[src/rtl/seven_segment_pkg.sv]
// Shared constants for the seven-segment encoder/reader pair: segment patterns,
// digit-select codes, reader FSM states and the BCD-pair to binary helper.
package seven_segment_pkg;

    localparam logic [6:0] SEG_0     = 7'h7E;
    localparam logic [6:0] SEG_1     = 7'h30;
    localparam logic [6:0] SEG_2     = 7'h6D;
    localparam logic [6:0] SEG_3     = 7'h79;
    localparam logic [6:0] SEG_4     = 7'h33;
    localparam logic [6:0] SEG_5     = 7'h5B;
    localparam logic [6:0] SEG_6     = 7'h5F;
    localparam logic [6:0] SEG_7     = 7'h70;
    localparam logic [6:0] SEG_8     = 7'h7F;
    localparam logic [6:0] SEG_9     = 7'h7B;
    localparam logic [6:0] SEG_BLANK = 7'h00;

    localparam logic [1:0] SEL_BLANK   = 2'b00;
    localparam logic [1:0] SEL_RIGHT   = 2'b01;
    localparam logic [1:0] SEL_LEFT    = 2'b10;
    localparam logic [1:0] SEL_ILLEGAL = 2'b11;

    typedef enum logic [1:0] {
        WAIT_LEFT  = 2'd0,
        WAIT_RIGHT = 2'd1,
        EMIT       = 2'd2
    } readerState_e;

    // tens*10 + units as shift-add; the result never exceeds 99
    function automatic logic [6:0] bcdPairToBinary(input logic [3:0] tens,
                                                   input logic [3:0] units);
        logic [6:0] t;
        t = {3'b000, tens};
        return (t << 3) + (t << 1) + {3'b000, units};
    endfunction

endpackage

[src/rtl/seven_segment_digit_decoder.sv]
// Combinational seven-segment to BCD decode of a single digit. An all-off
// pattern is accepted as 0 only on the tens digit (leading-zero blanking).
module seven_segment_digit_decoder
    import seven_segment_pkg::*;
(
    input  logic [6:0] segIn,
    input  logic       isLeft,
    output logic [3:0] bcd,
    output logic       valid
);

    always_comb begin
        bcd   = 4'd0;
        valid = 1'b1;
        case (segIn)
            SEG_0:     bcd = 4'd0;
            SEG_1:     bcd = 4'd1;
            SEG_2:     bcd = 4'd2;
            SEG_3:     bcd = 4'd3;
            SEG_4:     bcd = 4'd4;
            SEG_5:     bcd = 4'd5;
            SEG_6:     bcd = 4'd6;
            SEG_7:     bcd = 4'd7;
            SEG_8:     bcd = 4'd8;
            SEG_9:     bcd = 4'd9;
            SEG_BLANK: valid = isLeft;
            default:   valid = 1'b0;
        endcase
    end

endmodule

[src/rtl/seven_segment_reader.sv]
// Recovers a two-digit decimal value from a multiplexed seven-segment bus:
// debounce each digit over a stability window, decode, then assemble tens/units.
module seven_segment_reader
    import seven_segment_pkg::*;
#(
    parameter int STABLE_CYCLES = 4
)(
    input  logic       clk,
    input  logic       rst_n,
    input  logic [6:0] segIn,
    input  logic [1:0] digitSel,
    output logic [6:0] decimalNumber,
    output logic [3:0] leftDigit,
    output logic [3:0] rightDigit,
    output logic       numberValid,
    output logic       decodeError
);

    logic [8:0]   incoming;
    logic [8:0]   sampleReg;
    logic [3:0]   stableCount;
    logic         sampleRepeat;
    logic         captureNow;
    logic [1:0]   captureSel;
    logic [3:0]   digitBcd;
    logic         digitValid;
    logic [3:0]   tensHold;
    logic         loadTens;
    logic         loadOutputs;
    logic         flagError;
    readerState_e state;
    readerState_e nextState;

    assign incoming   = {digitSel, segIn};
    assign captureSel = sampleReg[8:7];

    // A zero count (only after reset) makes the first sample count as a change.
    // The capture fires on the edge where the count climbs to STABLE_CYCLES,
    // at which point the sample register already holds that same value.
    assign sampleRepeat = (stableCount != 4'd0) && (incoming == sampleReg);
    assign captureNow   = sampleRepeat && (stableCount == 4'(STABLE_CYCLES - 1));

    always_ff @(posedge clk or negedge rst_n) begin
        if (!rst_n) begin
            sampleReg   <= 9'd0;
            stableCount <= 4'd0;
        end else begin
            sampleReg <= incoming;
            if (!sampleRepeat) begin
                stableCount <= 4'd1;
            end else if (stableCount != 4'(STABLE_CYCLES)) begin
                stableCount <= stableCount + 4'd1;
            end
        end
    end

    seven_segment_digit_decoder digitDecoder (
        .segIn  (sampleReg[6:0]),
        .isLeft (captureSel == SEL_LEFT),
        .bcd    (digitBcd),
        .valid  (digitValid)
    );

    always_ff @(posedge clk or negedge rst_n) begin
        if (!rst_n) begin
            state <= WAIT_LEFT;
        end else begin
            state <= nextState;
        end
    end

    // Blank captures are ignored everywhere; EMIT drops any capture outright.
    always_comb begin
        nextState   = state;
        loadTens    = 1'b0;
        loadOutputs = 1'b0;
        flagError   = 1'b0;
        case (state)
            WAIT_LEFT, WAIT_RIGHT: begin
                if (captureNow && captureSel != SEL_BLANK) begin
                    if (captureSel == SEL_ILLEGAL || !digitValid) begin
                        flagError = 1'b1;
                        nextState = WAIT_LEFT;
                    end else if (captureSel == SEL_LEFT) begin
                        loadTens  = 1'b1;
                        nextState = WAIT_RIGHT;
                    end else if (state == WAIT_RIGHT) begin
                        loadOutputs = 1'b1;
                        nextState   = EMIT;
                    end
                end
            end
            EMIT:    nextState = WAIT_LEFT;
            default: nextState = WAIT_LEFT;
        endcase
    end

    // Outputs load on the edge entering EMIT so they are valid alongside numberValid.
    always_ff @(posedge clk or negedge rst_n) begin
        if (!rst_n) begin
            tensHold      <= 4'd0;
            leftDigit     <= 4'd0;
            rightDigit    <= 4'd0;
            decimalNumber <= 7'd0;
            decodeError   <= 1'b0;
        end else begin
            decodeError <= flagError;
            if (loadTens) begin
                tensHold <= digitBcd;
            end
            if (loadOutputs) begin
                leftDigit     <= tensHold;
                rightDigit    <= digitBcd;
                decimalNumber <= bcdPairToBinary(tensHold, digitBcd);
            end
        end
    end

    assign numberValid = (state == EMIT);

endmodule
[config.mk]
export PLATFORM = sky130hd
export DESIGN_NAME = seven_segment_reader
export DESIGN_NICKNAME = d
export VERILOG_FILES = /design/src/rtl/seven_segment_pkg.sv /design/src/rtl/seven_segment_digit_decoder.sv /design/src/rtl/seven_segment_reader.sv
export SDC_FILE = /design/constraint.sdc
export NUM_CORES = 1
export LEC_CHECK = 0
export BUFFER_PORTS_ARGS = -buffer_cell sky130_fd_sc_hd__buf_2
export CORE_MARGIN = 4
export CORE_UTILIZATION = 45
export DETAILED_ROUTE_END_ITERATION = 16
export GPL_ROUTABILITY_DRIVEN = 1
export HOLD_SLACK_MARGIN = 0.15
export PLACE_DENSITY = 0.66
export SETUP_SLACK_MARGIN = 0.3
export SYNTH_ARGS = -nofsm -noshare
export SYNTH_HDL_FRONTEND = slang
export SYNTH_HIERARCHICAL = 1
export SYNTH_SLANG_ARGS = --single-unit
[constraint.sdc]
create_clock -name clk -period 8.7 [get_ports clk]
set_input_delay 2.61 -clock clk [delete_from_list [all_inputs] [get_ports clk]]
set_output_delay 2.61 -clock clk [all_outputs]
set_load 0.02 [all_outputs]
==> out/qor.csv, run 1 <==
metric;value;unit
status;completed;
CP bufs+invs;1;
largest net degree at the start of global routing;35;
Place WS;3.740;ns
max-cap check violation count;0;
cell-internal power;0.0002278;W
clk sinks;34;
sequential cell area fraction in the yosys report;0.4638;
global route overflow;0;
CTS Buf Count;5;
largest family of logic cells by synthesized area;simple AND/OR/NAND/NOR gates;
I/O pins;28;
Synth Area in Compound Gates;0.07299;
DR top layer;met4;
Clock Power Share;0.380;
syn avg cell area;12.65;um2
Rows;22;
CP Launch Type;primary input;
# fillers;336;
post-CTS sizing;0;
yosys warns;6;
post-synthesis mux area share;0.1160;
H-tree levels;2;
Worst Path Required;8.86;ns
Max-Slew Margin vs Limit;0.4071;
Area Overhead vs Synth;12.89;%
fin nets;196;
# DRC;0;
Die Ht;71.85;um
gr usage total;0.1348;
worst skew pair latency;0.28;ns
Pwr Total;0.0002920;W
cell at the slowest stage of the critical path;nor4_4;
CTS root buf;clkbuf_8;
CP max FO;14;
Setup violations, final;0;
TritonCTS clock tree;built;
Routed WL;3089;um
Setup Skew;0.003438;ns
Post-CTS Setup Bufs;0;
Post-synth EDFFs;0;
Setup CP Type;primary input to flop;
switching share of total power;0.2200;
cts hold-fix bufs;0;
Setup TNS Final;0;ns
syn_nets;167;
die area;5162;um2
Fin. Hold Viols;0;
met3 wire len;148;um
Clock transition at path regs;0.06;ns
main flop type after synthesis;dfrtp_1;
share of cells above drive strength 1;0.3295;
cell count after synthesis;145;
first-pass GRT wire length;5471;um
Worst Setup End Kind;flop;
IO Port Bufs;27;
mean number of vias per cell;5.434;
#FFs+latches synth;34;
worst slew pin tran;0.8828;ns
max incr delay on CP;0.84;ns
setup ws final;4.074;ns
simple-gate portion of the synthesized area;0.1603;
Adder-Cell Fraction of Synth Area;0.08322;
hold crit path type;flop to flop;
wire length on met2;1532;um
register area;850.8;um2
power share of the combinational group;0.055;
RePlAce Congestion;0.8696;
Post-DRT Antenna Nets;0;
Longest Clk Path Bufs;2;
placed wire-length estimate;2385;um
multi-input combinational cell area;915.9;um2
Psw;0.00006423;W
RSZ-0062 raised after global routing;no;
fin crit share;0.5317;
core area;3799;um2
Max rail drop VDD;85.39;uV
Sequential Power Share;0.565;
leakage power;1.035;nW
vias in the first global route;1176;
via count;1201;
PwrDens;141.0;nW/um2
diode count;0;
synth unique cells;40;
chip width;71.85;um
Peak Freq;216.2;MHz
worst path arrival time;4.79;ns
Pins Over Slew Limit;0;
crit-path cells;buf_2 > xor2_1 > nor4_2 > o2111ai_4 > nor4_4 > mux2_2;
initial DRC count;53;
XOR/XNOR share of the synthesized area;0.06685;
fin crit period;4.626;ns
initial antenna violation count;0;
Top delay family on crit path;simple AND/OR/NAND/NOR gates;
Netlist Area Pre-Place;1834;um2
Initial DRT Pass Iterations;4;
asr flop ratio synth;1.000;
WL met1;1397;um
initial core utilization;0.4829;
post-DR wirelength/cell;13.98;um
==> final cells by class <==
type,count,share of cell area
Tap cell,48,0.02900
Clock buffer,6,0.03988
Timing Repair Buffer,27,0.06526
Multi-Input combinational cell,99,0.4423
Sequential cell,34,0.4109
Inverter,7,0.01269
==> power groups by stage <==
stage	combinational [W]	clock (W)	sequential [W]
3_5_place_dp	0.0000165	0	0.000168
2_1_floorplan	0.0000112	0	0.000166
3_3_place_gp	0.0000161	0	0.000168
6_report	0.0000161	0.000111	0.000165
5_1_grt	0.0000184	0.000124	0.000165
4_1_cts	0.0000166	0.000116	0.000165
==> registers in the layout (all words and copies together) (netlist names) <==
signal         count
sampleReg          9
decimalNumber      7
leftDigit          4
stableCount        4
tensHold           4
rightDigit         3
state              2
decodeError        1
==> Yosys cell counts, types with 2 or more instances <==
master,n,area [um2]
a21oi_1,3,15.01
nor3_1,2,10.01
nand3b_1,2,15.01
o311ai_1,2,17.52
nor4_2,2,25.02
buf_6,2,22.52
nand2_1,3,11.26
mux2_1,2,22.52
inv_1,7,26.28
xnor2_1,5,43.79
xor2_1,9,78.83
fa_1,2,40.04
nand3_1,5,25.02
nor2_1,6,22.52
a21o_1,2,15.01
nand4b_1,2,17.52
o21ai_0,3,15.01
mux2_2,16,180.2
buf_4,2,15.01
dfrtp_1,34,850.8
ha_1,9,112.6
nor2b_1,3,18.77
nand2b_1,3,18.77
nor4_4,3,63.81
==> per-layer routing <==
layer / vias to the layer above / GRT usage
met5: - / 0
met2: 20 / 0.2112
li1: 578 / -
met4: 0 / 0.03758
met1: 601 / 0.1758
met3: 2 / 0.04909
==> cell families after synthesis <==
| logic type | Yosys count |
|---|---|
| buffers and inverters | 12 |
| DFF | 34 |
| and+or+nand+nor | 39 |
| xor gates and xnor gates | 14 |
| muxes | 19 |
| AOI/OAI and AO/OA | 16 |
| adders and majority gates | 11 |
==> worst paths after layout <==
| check | to | cells after the start | startpoint | slack, ns |
|---|---|---|---|---|
| worst min register to register | decimalNumber[6] | 1 | decimalNumber[6] | 0.49 |
| worst max-delay path | rightDigit[3] | 6 | segIn[4] | 4.07 |
| max in group asynchronous | decimalNumber[5] | 1 | rst_n | 5.83 |
| worst max register to register | decimalNumber[6] | 9 | sampleReg[3] | 5.62 |
| worst min-delay path | decimalNumber[6] | 1 | decimalNumber[6] | 0.49 |
| min in group asynchronous | stableCount[1] | 1 | rst_n | 2.40 |
==> through the flow <==
stage                     std cells  utilization  hold WS [ns]  area, um2
after global placement          215       0.5234        0.4668       1988
after detailed placement        215       0.5234        0.4736       1988
after global routing            221       0.5451        0.5090       2071
final                           221       0.5451        0.4858       2071
after CTS                       221       0.5451        0.4881       2071
after floorplan                 145            -        0.5245       1834
==> placed cells by master (no fill, tap or decap) <==
master,instances
dfrtp_1,34
buf_2,27
mux2_2,16
xor2_1,9
ha_1,9
inv_1,7
nor2_1,6
clkbuf_8,6
xnor2_1,5
nand3_1,5
nor2b_1,3
nand2_1,3
nand2b_1,3
nor4_4,3
a21oi_1,3
o21ai_0,3
nor4_2,2
nor3_1,2
nand3b_1,2
a21o_1,2
mux2_1,2
fa_1,2
o311ai_1,2
nand4b_1,2
o211ai_1,1
o2111ai_4,1
a2111oi_0,1
nor4_1,1
mux2i_1,1
nand4_1,1
nor3b_1,1
and3b_1,1
and2b_2,1
o2111ai_1,1
or4b_4,1
o2111a_1,1
nor4b_1,1
a32oi_1,1
and2_1,1
Power figures use the tool's default switching activity.
==> inputs of run 2 (changes only) <==
--- a/config.mk
+++ b/config.mk
@@ -11,7 +11,7 @@
 export DETAILED_ROUTE_END_ITERATION = 16
 export GPL_ROUTABILITY_DRIVEN = 1
 export HOLD_SLACK_MARGIN = 0.15
-export PLACE_DENSITY = 0.66
+export PLACE_DENSITY = 0.68
 export SETUP_SLACK_MARGIN = 0.3
 export SYNTH_ARGS = -nofsm -noshare
 export SYNTH_HDL_FRONTEND = slang
==> constraint.sdc (replaced) <==
create_clock -name clk -period 4.1 [get_ports clk]
set_input_delay 1.23 -clock clk [delete_from_list [all_inputs] [get_ports clk]]
set_output_delay 1.23 -clock clk [all_outputs]
set_load 0.02 [all_outputs]
==> out/qor.csv, run 2 (same netlist as run 1, synthesis figures left out) <==
metric;value;unit
status;completed;
CP max FO;8;
I/O pins;28;
Initial DRT Pass Iterations;4;
mean number of vias per cell;5.286;
CTS root buf;clkbuf_8;
worst path arrival time;3.28;ns
most frequent cells in the layout;dfrtp_1, buf_2, mux2_2, xor2_1, ha_1;
Sequential Power Share;0.509;
placed wire-length estimate;2469;um
global route overflow;0;
RePlAce Congestion;0.8441;
HP Start;leftDigit[3];
cell at the slowest stage of the critical path;o311ai_1;
CP most frequent cell;ha_1;
gr usage total;0.1453;
leakage power;1.055;nW
# fillers;343;
max-cap check violation count;0;
# DRC;0;
clk sinks;34;
Post-DRT Antenna Nets;0;
M2 GR Usage;0.2276;
Post-CTS Setup Bufs;0;
critical path launch point;sampleReg[6];
biggest regs;sampleReg x9, decimalNumber x7;
Largest register FFs;9;
Worst Setup End Kind;flop;
CTS Buf Count;5;
crit-path cells;nand3_1 > o311ai_1 > ha_1 > ha_1 > fa_1 > a21o_1 > a21oi_1 > xnor2_1 > mux2_1;
power share of the combinational group;0.051;
diode count;0;
first-pass GRT wire length;5733;um
PwrDens;326.5;nW/um2
most common cell after layout, fill and taps aside;dfrtp_1;
initial core utilization;0.4829;
die area;5162;um2
fin crit share;0.7583;
Psw;0.0001545;W
met3 Usage GRT;0.04628;
largest net degree at the start of global routing;35;
worst skew pair latency;0.28;ns
initial antenna violation count;0;
CP endpoint;decimalNumber[6];
reg2reg end;decimalNumber[6];
Worst Path Required;4.27;ns
met1 usage;0.1867;
core area;3799;um2
setup ws final;0.9911;ns
Setup TNS Final;0;ns
vias in the first global route;1202;
Pins Over Slew Limit;0;
cts hold-fix bufs;0;
Setup CP Type;flop to flop;
TritonCTS clock tree;built;
via count;1184;
GRT Max-Usage Layer;met2;
Max-Slew Margin vs Limit;0.4869;
Worst R2R Setup Slack;0.99;ns
Max rail drop VDD;189.3;uV
Setup Skew;0.006652;ns
initial DRC count;77;
placed insts;216;
largest reg by FF count;sampleReg;
Area Overhead vs Synth;14.73;%
Longest Clk Path Bufs;2;
Fin. Hold Viols;0;
fin crit period;3.109;ns
switching share of total power;0.2249;
Clock Power Share;0.440;
Die Ht;71.85;um
post-CTS sizing;0;
CP Launch Type;flop;
H-tree levels;2;
Reg2Reg Depth;9;
fin cells;224;
share of cells above drive strength 1;0.3409;
Routed WL;3365;um
post-DR wirelength/cell;15.02;um
Clock transition at path regs;0.07;ns
IO Port Bufs;27;
Place WS;0.8670;ns
chip width;71.85;um
RSZ-0062 raised after global routing;no;
fin nets;197;
Peak Freq;321.7;MHz
Setup violations, final;0;
max incr delay on CP;0.59;ns
worst slew pin tran;0.7696;ns
Rows;22;
FF-to-FF Start;sampleReg[6];
cell-internal power;0.0005326;W
hold crit path type;flop to flop;
-- run 2: changes by cell type in the layout (fill, tap and decap cells not counted), sizes merged --
| cell | before | now |
|---|---|---|
| buf | 27 | 28 |
| bufinv | 0 | 1 |
| clkbuf | 6 | 5 |
| clkinv | 0 | 2 |
-- run 2: through the flow --
step	util	total power [W]	hold slack, ns	instance area, um2
6_report	0.5540	0.0006871	0.4890	2105
4_1_cts	0.5540	0.0006950	0.4898	2105
3_3_place_gp	0.5254	0.0003900	0.4665	1996
5_1_grt	0.5540	0.0007180	0.5166	2105
3_5_place_dp	0.5254	0.0003922	0.4736	1996
2_1_floorplan	-	0.0003755	0.5245	1834
-- run 2: area by class of cell --
cell class                      count  area, um2  share of cell area
Inverter                            7      26.28             0.01249
Timing Repair Buffer               28      142.6             0.06778
Sequential cell                    34      850.8              0.4043
Tap cell                           48      60.06             0.02854
Clock inverter                      3      40.04             0.01902
Clock buffer                        5      68.82             0.03270
Multi-Input combinational cell     99      915.9              0.4352
-- run 2: worst min path at each step --
stage	endpoint	depth (start not counted)
detailed placement	decimalNumber[6]	1
floorplan	tensHold[0]	1
finish	leftDigit[3]	1
global route	decimalNumber[6]	1
global placement	decimalNumber[6]	1
CTS	decimalNumber[6]	1
-- run 2: layer usage --
layer | up-vias | share of wire
met5 | - | 0
met4 | 0 | 0.0095
met3 | 4 | 0.042
met2 | 24 | 0.49
met1 | 578 | 0.45
li1 | 578 | -
-- run 2: critical path, delay by kind of cell (launching register included) --
family | cells | cell delay [ns]
adders and majority gates | 3 | 0.96
AOI/OAI and AO/OA | 3 | 0.96
DFF | 1 | 0.49
muxes | 1 | 0.29
and+or+nand+nor | 1 | 0.22
xor gates and xnor gates | 1 | 0.08
-- run 2: power groups by stage --
stage	clock (W)	sequential [W]	combinational, W
detailed placement	0	0.000356	0.0000358
floorplan	0	0.000352	0.0000238
global placement	0	0.000356	0.0000342
finish	0.000302	0.000350	0.0000347
CTS	0.000309	0.000350	0.0000360
global route	0.000328	0.000351	0.0000393
==> inputs of run 3 (changes only) <==
--- a/config.mk
+++ b/config.mk
@@ -5,13 +5,14 @@
 export SDC_FILE = /design/constraint.sdc
 export NUM_CORES = 1
 export LEC_CHECK = 0
+export ABC_AREA = 1
 export BUFFER_PORTS_ARGS = -buffer_cell sky130_fd_sc_hd__buf_2
 export CORE_MARGIN = 4
 export CORE_UTILIZATION = 45
 export DETAILED_ROUTE_END_ITERATION = 16
 export GPL_ROUTABILITY_DRIVEN = 1
 export HOLD_SLACK_MARGIN = 0.15
-export PLACE_DENSITY = 0.68
+export PLACE_DENSITY = 0.65
 export SETUP_SLACK_MARGIN = 0.3
 export SYNTH_ARGS = -nofsm -noshare
 export SYNTH_HDL_FRONTEND = slang
==> constraint.sdc (replaced) <==
create_clock -name clk -period 3 [get_ports clk]
set_input_delay 0.9 -clock clk [delete_from_list [all_inputs] [get_ports clk]]
set_output_delay 0.9 -clock clk [all_outputs]
set_load 0.02 [all_outputs]
==> out/qor.csv, run 3 <==
metric;value;unit
synth unique cells;31;
fin crit period;2.534;ns
met3 Usage GRT;0.04324;
hold slack final;0.4369;ns
cell with the most instances after synthesis;nand2_1;
GRT Max-Usage Layer;met2;
met1 usage;0.2205;
main flop type after synthesis;dfrtp_1;
critical path launch point;sampleReg[3];
fin crit share;0.8445;
post-DR wirelength/cell;11.84;um
Netlist Area Pre-Place;1972;um2
Setup TNS Final;0;ns
syn avg cell area;7.733;um2
Peak Freq;394.7;MHz
fin cells;337;
max-cap check violation count;0;
via count;1629;
yosys warns;6;
M2 GR Usage;0.2510;
initial DRC count;66;
placed insts;330;
biggest regs;sampleReg x9, decimalNumber x7;
Worst R2R Setup Slack;0.47;ns
Max-Slew Margin vs Limit;0.4964;
CP max FO;7;
IO Port Bufs;27;
Post-synth EDFFs;0;
CTS root buf;clkbuf_8;
diode count;0;
fin nets;310;
multi-input combinational cell area;958.4;um2
Longest Clk Path Bufs;2;
die area;5505;um2
RSZ-0062 raised after global routing;no;
hold crit path type;flop to flop;
status;completed;
Area Overhead vs Synth;15.17;%
CTS Buf Count;5;
sequential cell area fraction in the yosys report;0.4315;
largest net degree at the start of global routing;35;
Pins Over Slew Limit;0;
cts hold-fix bufs;0;
leakage power;1.283;nW
Synth top area share;0.4315;
FF-to-FF Start;sampleReg[3];
post-synth top area cell;dfrtp_1;
most frequent cells in the layout;nand2_1, inv_1, dfrtp_1, buf_2, nor2_1;
crit-path cells;nor2_4 > nand2_2 > o21ai_2 > inv_1 > nand3_2 > ha_1 > ha_1 > fa_2 > nand3_1 > nand2_1 > xor2_1 > nand4_1 > nand2_1 > inv_1;
Top delay family on crit path;adder cells;
Worst Setup End Kind;flop;
max incr delay on CP;0.47;ns
Post-DRT Antenna Nets;0;
worst skew pair latency;0.29;ns
RePlAce Congestion;0.8625;
commonest cells in the netlist;nand2_1, inv_1, dfrtp_1;
#FFs+latches synth;34;
gr usage total;0.1626;
Die Ht;74.20;um
global route overflow;0;
Clock transition at path regs;0.07;ns
Setup CP Type;flop to flop;
Rows;23;
Area contributors post-synth;dfrtp_1, nand2_1, inv_1;
Initial DRT Pass Iterations;4;
HP Start;state[1];
most common cell after layout, fill and taps aside;nand2_1;
initial antenna violation count;0;
cell count after synthesis;255;
first-pass GRT wire length;6762;um
placed wire-length estimate;2973;um
Setup violations, final;0;
Worst Path Required;3.18;ns
cell at the slowest stage of the critical path;dfrtp_2;
register area;858.3;um2
vias in the first global route;1504;
Largest register FFs;9;
worst path arrival time;2.71;ns
share of cells above drive strength 1;0.2334;
Fin. Hold Viols;0;
Max rail drop VDD;244.3;uV
# fillers;399;
TritonCTS clock tree;built;
H-tree levels;2;
PwrDens;385.3;nW/um2
largest reg by FF count;sampleReg;
mean number of vias per cell;4.834;
initial core utilization;0.4792;
I/O pins;28;
CP bufs+invs;2;
syn_nets;277;
Routed WL;3991;um
chip width;74.20;um
clk sinks;34;
Setup Skew;0.009369;ns
asr flop ratio synth;1.000;
core area;4115;um2
worst slew pin tran;0.7554;ns
# DRC;0;
CP Launch Type;flop;
## run 3: cell types whose count changed in the layout (fill, tap and decap cells not counted), moves of 6 or more
cell,change
nand3_1,+8
dfrtp_1,-6
nand2_1,+82
mux2_2,-16
dfrtp_2,+6
nor2_1,+18
xor2_1,-7
inv_1,+28
## run 3: logic make-up after synthesis
group | Yosys count | synth area share
adder cells (fa/ha/maj) | 11 | 0.07741
flip-flops | 34 | 0.4315
buffers and inverters | 44 | 0.09264
AO/OA/AOI/OAI | 13 | 0.04632
XOR/XNOR | 6 | 0.02665
AND/OR/NAND/NOR | 147 | 0.3255
## run 3: path summary, 6_finish.rpt
path | end | cells past startpoint
min in group asynchronous | sampleReg[1] | 1
hold reg to reg | decodeError | 1
setup / recovery | decimalNumber[6] | 14
hold / removal | decodeError | 1
setup reg to reg | decimalNumber[6] | 14
max in group asynchronous | sampleReg[3] | 1
## run 3: area by class of cell
class / instances / share of cell area
flip-flops and latches: 34 / 0.3780
repair buffers: 29 / 0.06612
inverters: 41 / 0.06997
multi-input cells: 177 / 0.4220
clock buffers: 6 / 0.03636
well taps: 50 / 0.02755
## run 3: per-stage QoR
stage,util,cell area [um2],total power [W],worst slack [ns]
final,0.5518,2271,0.0008750,0.4664
after CTS,0.5433,2236,0.0008787,0.3420
after global routing,0.5518,2271,0.0009136,0.2723
after floorplan,-,1972,0.0005191,0.5539
after detailed placement,0.5233,2153,0.0005474,0.3450
after global placement,0.5233,2153,0.0005459,0.4317
## run 3: timing repair
action | 4_1_cts | 5_1_grt
buffers inserted | 0 | 1
hold endpoints to repair | 0 | 0
gates resized for setup | 0 | 14
endpoints found under the setup margin | 0 | 2
## run 3: power breakdown
group,total [W],internal [W],switching (W)
logic,0.0000662,0.0000220,0.0000442
clock network,0.000332,0.000177,0.000155
registers,0.000476,0.000466,0.0000109
## run 3: per-layer routing
| metal | part of all wire | up-vias |
|---|---|---|
| met3 | 0.052 | 3 |
| met2 | 0.45 | 29 |
| met1 | 0.50 | 739 |
| met4 | 0.0040 | 0 |
| li1 | - | 858 |
| met5 | 0 | - |
